File: config.mk
export PLATFORM = sky130hd
export DESIGN_NAME = instr_prefetch_buf
export DESIGN_NICKNAME = d
export VERILOG_FILES = /design/src/rtl/instr_prefetch_buf.sv
export SDC_FILE = /design/constraint.sdc
export NUM_CORES = 1
export LEC_CHECK = 0
export BUFFER_PORTS_ARGS = -buffer_cell sky130_fd_sc_hd__buf_4
export CAP_MARGIN = 20
export CELL_PAD_IN_SITES_DETAIL_PLACEMENT = 0
export CELL_PAD_IN_SITES_GLOBAL_PLACEMENT = 2
export CORE_ASPECT_RATIO = 0.8
export CORE_UTILIZATION = 32
export CTS_CLUSTER_DIAMETER = 150
export DETAILED_ROUTE_END_ITERATION = 10
export PLACE_DENSITY_LB_ADDON = 0.1
export SKIP_CTS_REPAIR_TIMING = 1
export SYNTH_ARGS = -nofsm -noshare
export SYNTH_HDL_FRONTEND = slang
export SYNTH_SLANG_ARGS = --single-unit
File: constraint.sdc
create_clock -name clk -period 7.3 [get_ports clk]
set_input_delay 0.365 -clock clk [delete_from_list [all_inputs] [get_ports clk]]
set_output_delay 0.365 -clock clk [all_outputs]
set_load 0.02 [all_outputs]
File: src/rtl/instr_prefetch_buf.sv
// Sequential instruction prefetch buffer between the core fetch port and the memory bridge.
// Define IPB_PAGE_STOP_EN to stop prefetching at the last word of each 1 KiB page.
module instr_prefetch_buf #(
    parameter int unsigned DEPTH      = 4,
    parameter int unsigned ADDR_WIDTH = 32,
    parameter int unsigned DATA_WIDTH = 32
) (
    input  logic                  clk,
    input  logic                  rst_n,
    input  logic                  core_req_i,
    output logic                  core_gnt_o,
    output logic                  core_rvalid_o,
    input  logic [ADDR_WIDTH-1:0] core_addr_i,
    output logic [DATA_WIDTH-1:0] core_rdata_o,
    output logic                  mem_req_o,
    input  logic                  mem_gnt_i,
    input  logic                  mem_rvalid_i,
    output logic [ADDR_WIDTH-1:0] mem_addr_o,
    input  logic [DATA_WIDTH-1:0] mem_rdata_i
);

    localparam int unsigned PW = $clog2(DEPTH);
    localparam int unsigned CW = $clog2(DEPTH) + 1;
    localparam int unsigned WW = ADDR_WIDTH - 2;
    localparam logic [CW:0] DEPTH_L = (CW + 1)'(DEPTH);

    typedef enum logic [0:0] {
        StIdle,
        StRun
    } state_e;

    state_e               r_state;
    state_e               w_state_nxt;
    logic [WW-1:0]        r_head;
    logic [WW-1:0]        r_fetch;
    logic [CW-1:0]        r_count;
    logic [CW-1:0]        r_inflight;
    logic [CW-1:0]        r_discard;
    logic [CW-1:0]        w_count_nxt;
    logic [CW-1:0]        w_inflight_nxt;
    logic [CW-1:0]        w_discard_nxt;
    logic [PW-1:0]        r_wr_ptr;
    logic [PW-1:0]        r_rd_ptr;
    logic [DATA_WIDTH-1:0] r_fifo [DEPTH];
    logic [DATA_WIDTH-1:0] r_rdata;
    logic                 r_rvalid;
    logic                 r_pend;
    logic                 r_pend_stale;
    logic [WW-1:0]        r_pend_addr;

    logic                 w_run;
    logic                 w_match;
    logic                 w_hit;
    logic                 w_wait;
    logic                 w_miss;
    logic                 w_restart;
    logic                 w_page_stop;
    logic [CW:0]          w_used;
    logic                 w_issue;
    logic [WW-1:0]        w_mem_word;
    logic                 w_mem_fire;
    logic                 w_stale_fire;
    logic                 w_live_fire;
    logic                 w_push;
    logic                 w_drop;
    logic                 w_unused;

    assign w_unused = ^core_addr_i[1:0];

    assign w_run   = (r_state == StRun);
    assign w_match = (core_addr_i[ADDR_WIDTH-1:2] == r_head);
    assign w_hit   = core_req_i && w_run && w_match && (r_count != '0);
    // An empty buffer on the head address always has the head word on its way or about
    // to be requested, so the core just waits instead of restarting the stream.
    assign w_wait  = core_req_i && w_run && w_match && (r_count == '0) && !w_restart;
    assign w_miss  = core_req_i && !w_hit && !w_wait;

    assign w_used  = {1'b0, r_count} + {1'b0, r_inflight} + {1'b0, r_discard};
    assign w_issue = w_run && (w_used < DEPTH_L) && !w_page_stop;

    assign w_mem_fire   = mem_req_o && mem_gnt_i;
    assign w_stale_fire = w_mem_fire && r_pend && r_pend_stale;
    assign w_live_fire  = w_mem_fire && !(r_pend && r_pend_stale) && !w_miss;
    assign w_drop       = mem_rvalid_i && (r_discard != '0);
    assign w_push       = mem_rvalid_i && (r_discard == '0) && !w_miss;

`ifdef IPB_PAGE_STOP_EN
    logic r_page_stop;

    always_ff @(posedge clk or negedge rst_n) begin
        if (!rst_n) begin
            r_page_stop <= 1'b0;
        end else if (w_miss) begin
            r_page_stop <= 1'b0;
        end else if (w_live_fire && (&w_mem_word[7:0])) begin
            r_page_stop <= 1'b1;
        end
    end

    assign w_page_stop = r_page_stop;
    // Stream drained up to the page end: the core reaching the next page restarts it.
    assign w_restart   = r_page_stop && (r_count == '0) && (r_inflight == '0);
`else
    assign w_page_stop = 1'b0;
    assign w_restart   = 1'b0;
`endif

    // FSM state register
    always_ff @(posedge clk or negedge rst_n) begin
        if (!rst_n) begin
            r_state <= StIdle;
        end else begin
            r_state <= w_state_nxt;
        end
    end

    // FSM next state
    always_comb begin
        w_state_nxt = r_state;
        case (r_state)
            StIdle:  if (core_req_i) w_state_nxt = StRun;
            StRun:   w_state_nxt = StRun;
            default: w_state_nxt = StIdle;
        endcase
    end

    // FSM outputs; a pending downstream request keeps its address until granted
    always_comb begin
        core_gnt_o = 1'b0;
        mem_req_o  = 1'b0;
        w_mem_word = r_fetch;
        if (r_state == StRun) begin
            core_gnt_o = w_hit;
        end
        mem_req_o = r_pend || w_issue;
        if (r_pend) begin
            w_mem_word = r_pend_addr;
        end
    end

    assign mem_addr_o    = {w_mem_word, 2'b00};
    assign core_rvalid_o = r_rvalid;
    assign core_rdata_o  = r_rdata;

    // A flush folds every outstanding old-stream word, including one granted now, into discard.
    always_comb begin
        w_count_nxt    = r_count;
        w_inflight_nxt = r_inflight;
        w_discard_nxt  = r_discard;
        if (w_miss) begin
            w_count_nxt    = '0;
            w_inflight_nxt = '0;
            w_discard_nxt  = r_discard + r_inflight + CW'(w_mem_fire) - CW'(mem_rvalid_i);
        end else begin
            w_count_nxt    = r_count + CW'(w_push) - CW'(w_hit);
            w_inflight_nxt = r_inflight + CW'(w_live_fire) - CW'(w_push);
            w_discard_nxt  = r_discard + CW'(w_stale_fire) - CW'(w_drop);
        end
    end

    always_ff @(posedge clk or negedge rst_n) begin
        if (!rst_n) begin
            r_count      <= '0;
            r_inflight   <= '0;
            r_discard    <= '0;
            r_head       <= '0;
            r_fetch      <= '0;
            r_wr_ptr     <= '0;
            r_rd_ptr     <= '0;
            r_rdata      <= '0;
            r_rvalid     <= 1'b0;
            r_pend       <= 1'b0;
            r_pend_stale <= 1'b0;
            r_pend_addr  <= '0;
        end else begin
            r_count    <= w_count_nxt;
            r_inflight <= w_inflight_nxt;
            r_discard  <= w_discard_nxt;
            r_rvalid   <= w_hit;

            if (w_miss) begin
                r_head   <= core_addr_i[ADDR_WIDTH-1:2];
                r_fetch  <= core_addr_i[ADDR_WIDTH-1:2];
                r_wr_ptr <= '0;
                r_rd_ptr <= '0;
            end else begin
                if (w_hit) begin
                    r_head   <= r_head + 1'b1;
                    r_rd_ptr <= r_rd_ptr + 1'b1;
                end
                if (w_live_fire) begin
                    r_fetch <= r_fetch + 1'b1;
                end
                if (w_push) begin
                    r_wr_ptr <= r_wr_ptr + 1'b1;
                end
            end

            if (w_hit) begin
                r_rdata <= r_fifo[r_rd_ptr];
            end

            r_pend       <= mem_req_o && !mem_gnt_i;
            r_pend_addr  <= w_mem_word;
            r_pend_stale <= mem_req_o && !mem_gnt_i && ((r_pend && r_pend_stale) || w_miss);
        end
    end

    always_ff @(posedge clk) begin
        if (w_push) begin
            r_fifo[r_wr_ptr] <= mem_rdata_i;
        end
    end

endmodule

==> run metrics <==
status=finished clean; antenna violation net count after detailed routing=0; H-tree Lvls=1; RePlAce Congestion=0.7724; largest net degree at the start of global routing=62; Fmax=0.2221 GHz; DP Worst Slack=2.726 ns; clk buf depth=3; Finish-stage setup viols=0; Worst R2R Setup Slack=about 2.8 ns; WL final=31.33 mm; Tot Pwr=4.010 mW; Wirelength per Cell=19.59 um; Clock Latency Late Sink=between 0.5 and 0.6 ns; Initial Util=32.75%; Final Util=40.20%; FF+latch count, synth=around 270; Filler cells=3526; synthesized cell area=0.01184 mm2; Final Instance Area=0.01453 mm2; placed cell count=1514; DRC viols=0; global route total overflow=0; vias per cell=slightly below 5; Syn Inst Count=931; worst-margin pin slew=0.9020 ns; headroom to the max-slew limit=between 30% and 40%; Slew Limit Fails=0; PD cells=~280 mW/mm2; layout cells sized above 1=23.35%; Worst Setup Start Kind=register; setup_tns=0 ns; Vias=7737; most frequent cells in the layout=buf_4, nand2_1, dfrtp_1; Sink Count=267; nets@finish=between 1000 and 1500; CORE AREA=about 0.036 mm2; DRT Pass-1 Iters=5; Post-synth EDFFs=128; Die Width=217.1 um; first-pass GRT wire length=48.83 mm; CP Class=reg -> reg; Starting DRT DRC Count=417; maximum vdd drop=0.1767 mV; worst-path maximum fanout=39; RSZ-0062 raised after global routing=false; Req. time, crit path=7.73 ns; post-layout minimum cycle time=4.503 ns; max-cap violations=0; DP Wirelength=20.69 mm; FFs w/ async S/R, synth=52.06%; die area=0.03778 mm2; io pins=136; Synth Warn #=0; sequential-to-total area share from yosys stat=between 60% and 70%; most common flop cell mapped by yosys=dfrtp_1; Hold Vio Cnt, Final=0; most common cell after layout, fill and taps aside=buf_4; critical path endpoint category=register; Arr. time, crit path=roughly 4.9 ns; Layout Cells excl Fill=1599; vias in the first global route=around 7800; antenna violations before repair=0; chip height=174.0 um; final setup margin=around 2.8 ns; # rows=62; CTS tree=done; placed cell area=0.01334 mm2; synth unique cells=56; # port buffers=131; Hold Path Class=in -> reg; number of buffers created by CTS=29; area grow syn2layout=22.75%; Final Cycle Share=61.69%; Avg Inst Size Synth=12.72 um2; CTS root buf=clkbuf_16; Reg clk slew, reported paths=0.07 ns; GRT Util Overall=16.88%; final clock skew=between 0.015 and 0.02 ns; Fin Hold WS=0.02562 ns; Lkg Pwr=~5.8 nW
-- logic make-up after synthesis --
family	count (synthesis)	share of synthesized area, %
muxes	58	8.539
adders and majority gates	23	2.938
AOI/OAI and AO/OA	102	5.252
DFF	267	61.84
and+or+nand+nor	334	13.45
buffers and inverters	78	2.917
xor gates and xnor gates	68	5.030
other	1	0.03167
-- final timing paths --
check / cells after the start / from / endpoint
hold / removal: 1 / mem_rdata_i[28] / r_fifo[0][28]$_DFFE_PP_
min in group asynchronous: 2 / rst_n / r_discard[2]$_DFF_PN0_
setup / recovery: 15 / r_head[22]$_DFFE_PN0P_ / r_count[2]$_DFF_PN0_
hold reg to reg: 2 / core_rdata_o[6]$_DFFE_PN0P_ / core_rdata_o[6]$_DFFE_PN0P_
setup reg to reg: 15 / r_head[22]$_DFFE_PN0P_ / r_count[2]$_DFF_PN0_
max in group asynchronous: 3 / rst_n / r_pend_addr[4]$_DFF_PN0_
-- sequential cells by signal, indices dropped and copies added, names as in the netlist --
register / count
r_rd_ptr: 2
r_state: 1
core_rvalid_o: 1
r_pend_addr: 30
r_pend_stale: 1
r_head: 30
r_fifo: 128
r_discard: 3
r_count: 3
core_rdata_o: 32
r_wr_ptr: 2
r_inflight: 3
r_fetch: 30
r_pend: 1
-- final cells by class --
class                           instances  area, um2  share of cell area (%)
Inverter                               35      131.4                  0.9039
Antenna cell                            1      2.502                 0.01722
Sequential cell                       267       7323                   50.39
Multi-Input combinational cell        587       4193                   28.85
Timing Repair Buffer                  175       1393                   9.582
Clock buffer                           33      750.7                   5.165
Tap cell                              480      600.6                   4.132
Clock inverter                         21      140.1                  0.9642
-- worst max-delay path, cell delays in order, from the launching register on --
cell and delay, ns:
dfrtp_1 0.46, xor2_1 0.17, nor3_1 0.68, and4_1 0.29, buf_4 0.25, nand3_2 0.10, buf_4 0.33, inv_2 0.75
ha_1 0.36, inv_1 0.05, ha_1 0.12, inv_1 0.05, fa_1 0.38, xnor2_1 0.18, xnor2_1 0.13, nor2_1 0.05
-- synthesized netlist by cell type, types with 13 or more instances --
master	number	area, um2
dfrtp_1	139	3478
nand2_1	139	521.8
edfxtp_1	128	3844
nor2_1	65	244.0
xor2_1	45	394.1
a21oi_1	36	180.2
inv_1	34	127.6
nand3_1	34	170.2
mux4_2	32	720.7
mux2_2	24	270.3
o21ai_0	24	120.1
xnor2_1	23	201.4
and3_1	21	131.4
buf_2	18	90.09
nand4_1	18	112.6
nor3_1	16	80.08
ha_1	15	187.7
clkbuf_1	13	48.80
-- per-layer routing --
metal  up-vias  wire length, um  GRT usage (%)
met5         -                0              0
met4         0              597          3.462
met3        35             1313          3.150
met2       150            13410          24.41
met1      3883            16010          26.08
li1       3669                -              -
-- report_power, final --
part | total (mW) | internal [mW] | switching [mW] | leakage [nW]
Sequential | 1.82 | 1.72 | 0.0957 | 2.85
Clock | 1.39 | 0.774 | 0.615 | 0.434
Combinational | 0.805 | 0.356 | 0.449 | 2.49
(Power assumes the default switching activity.)
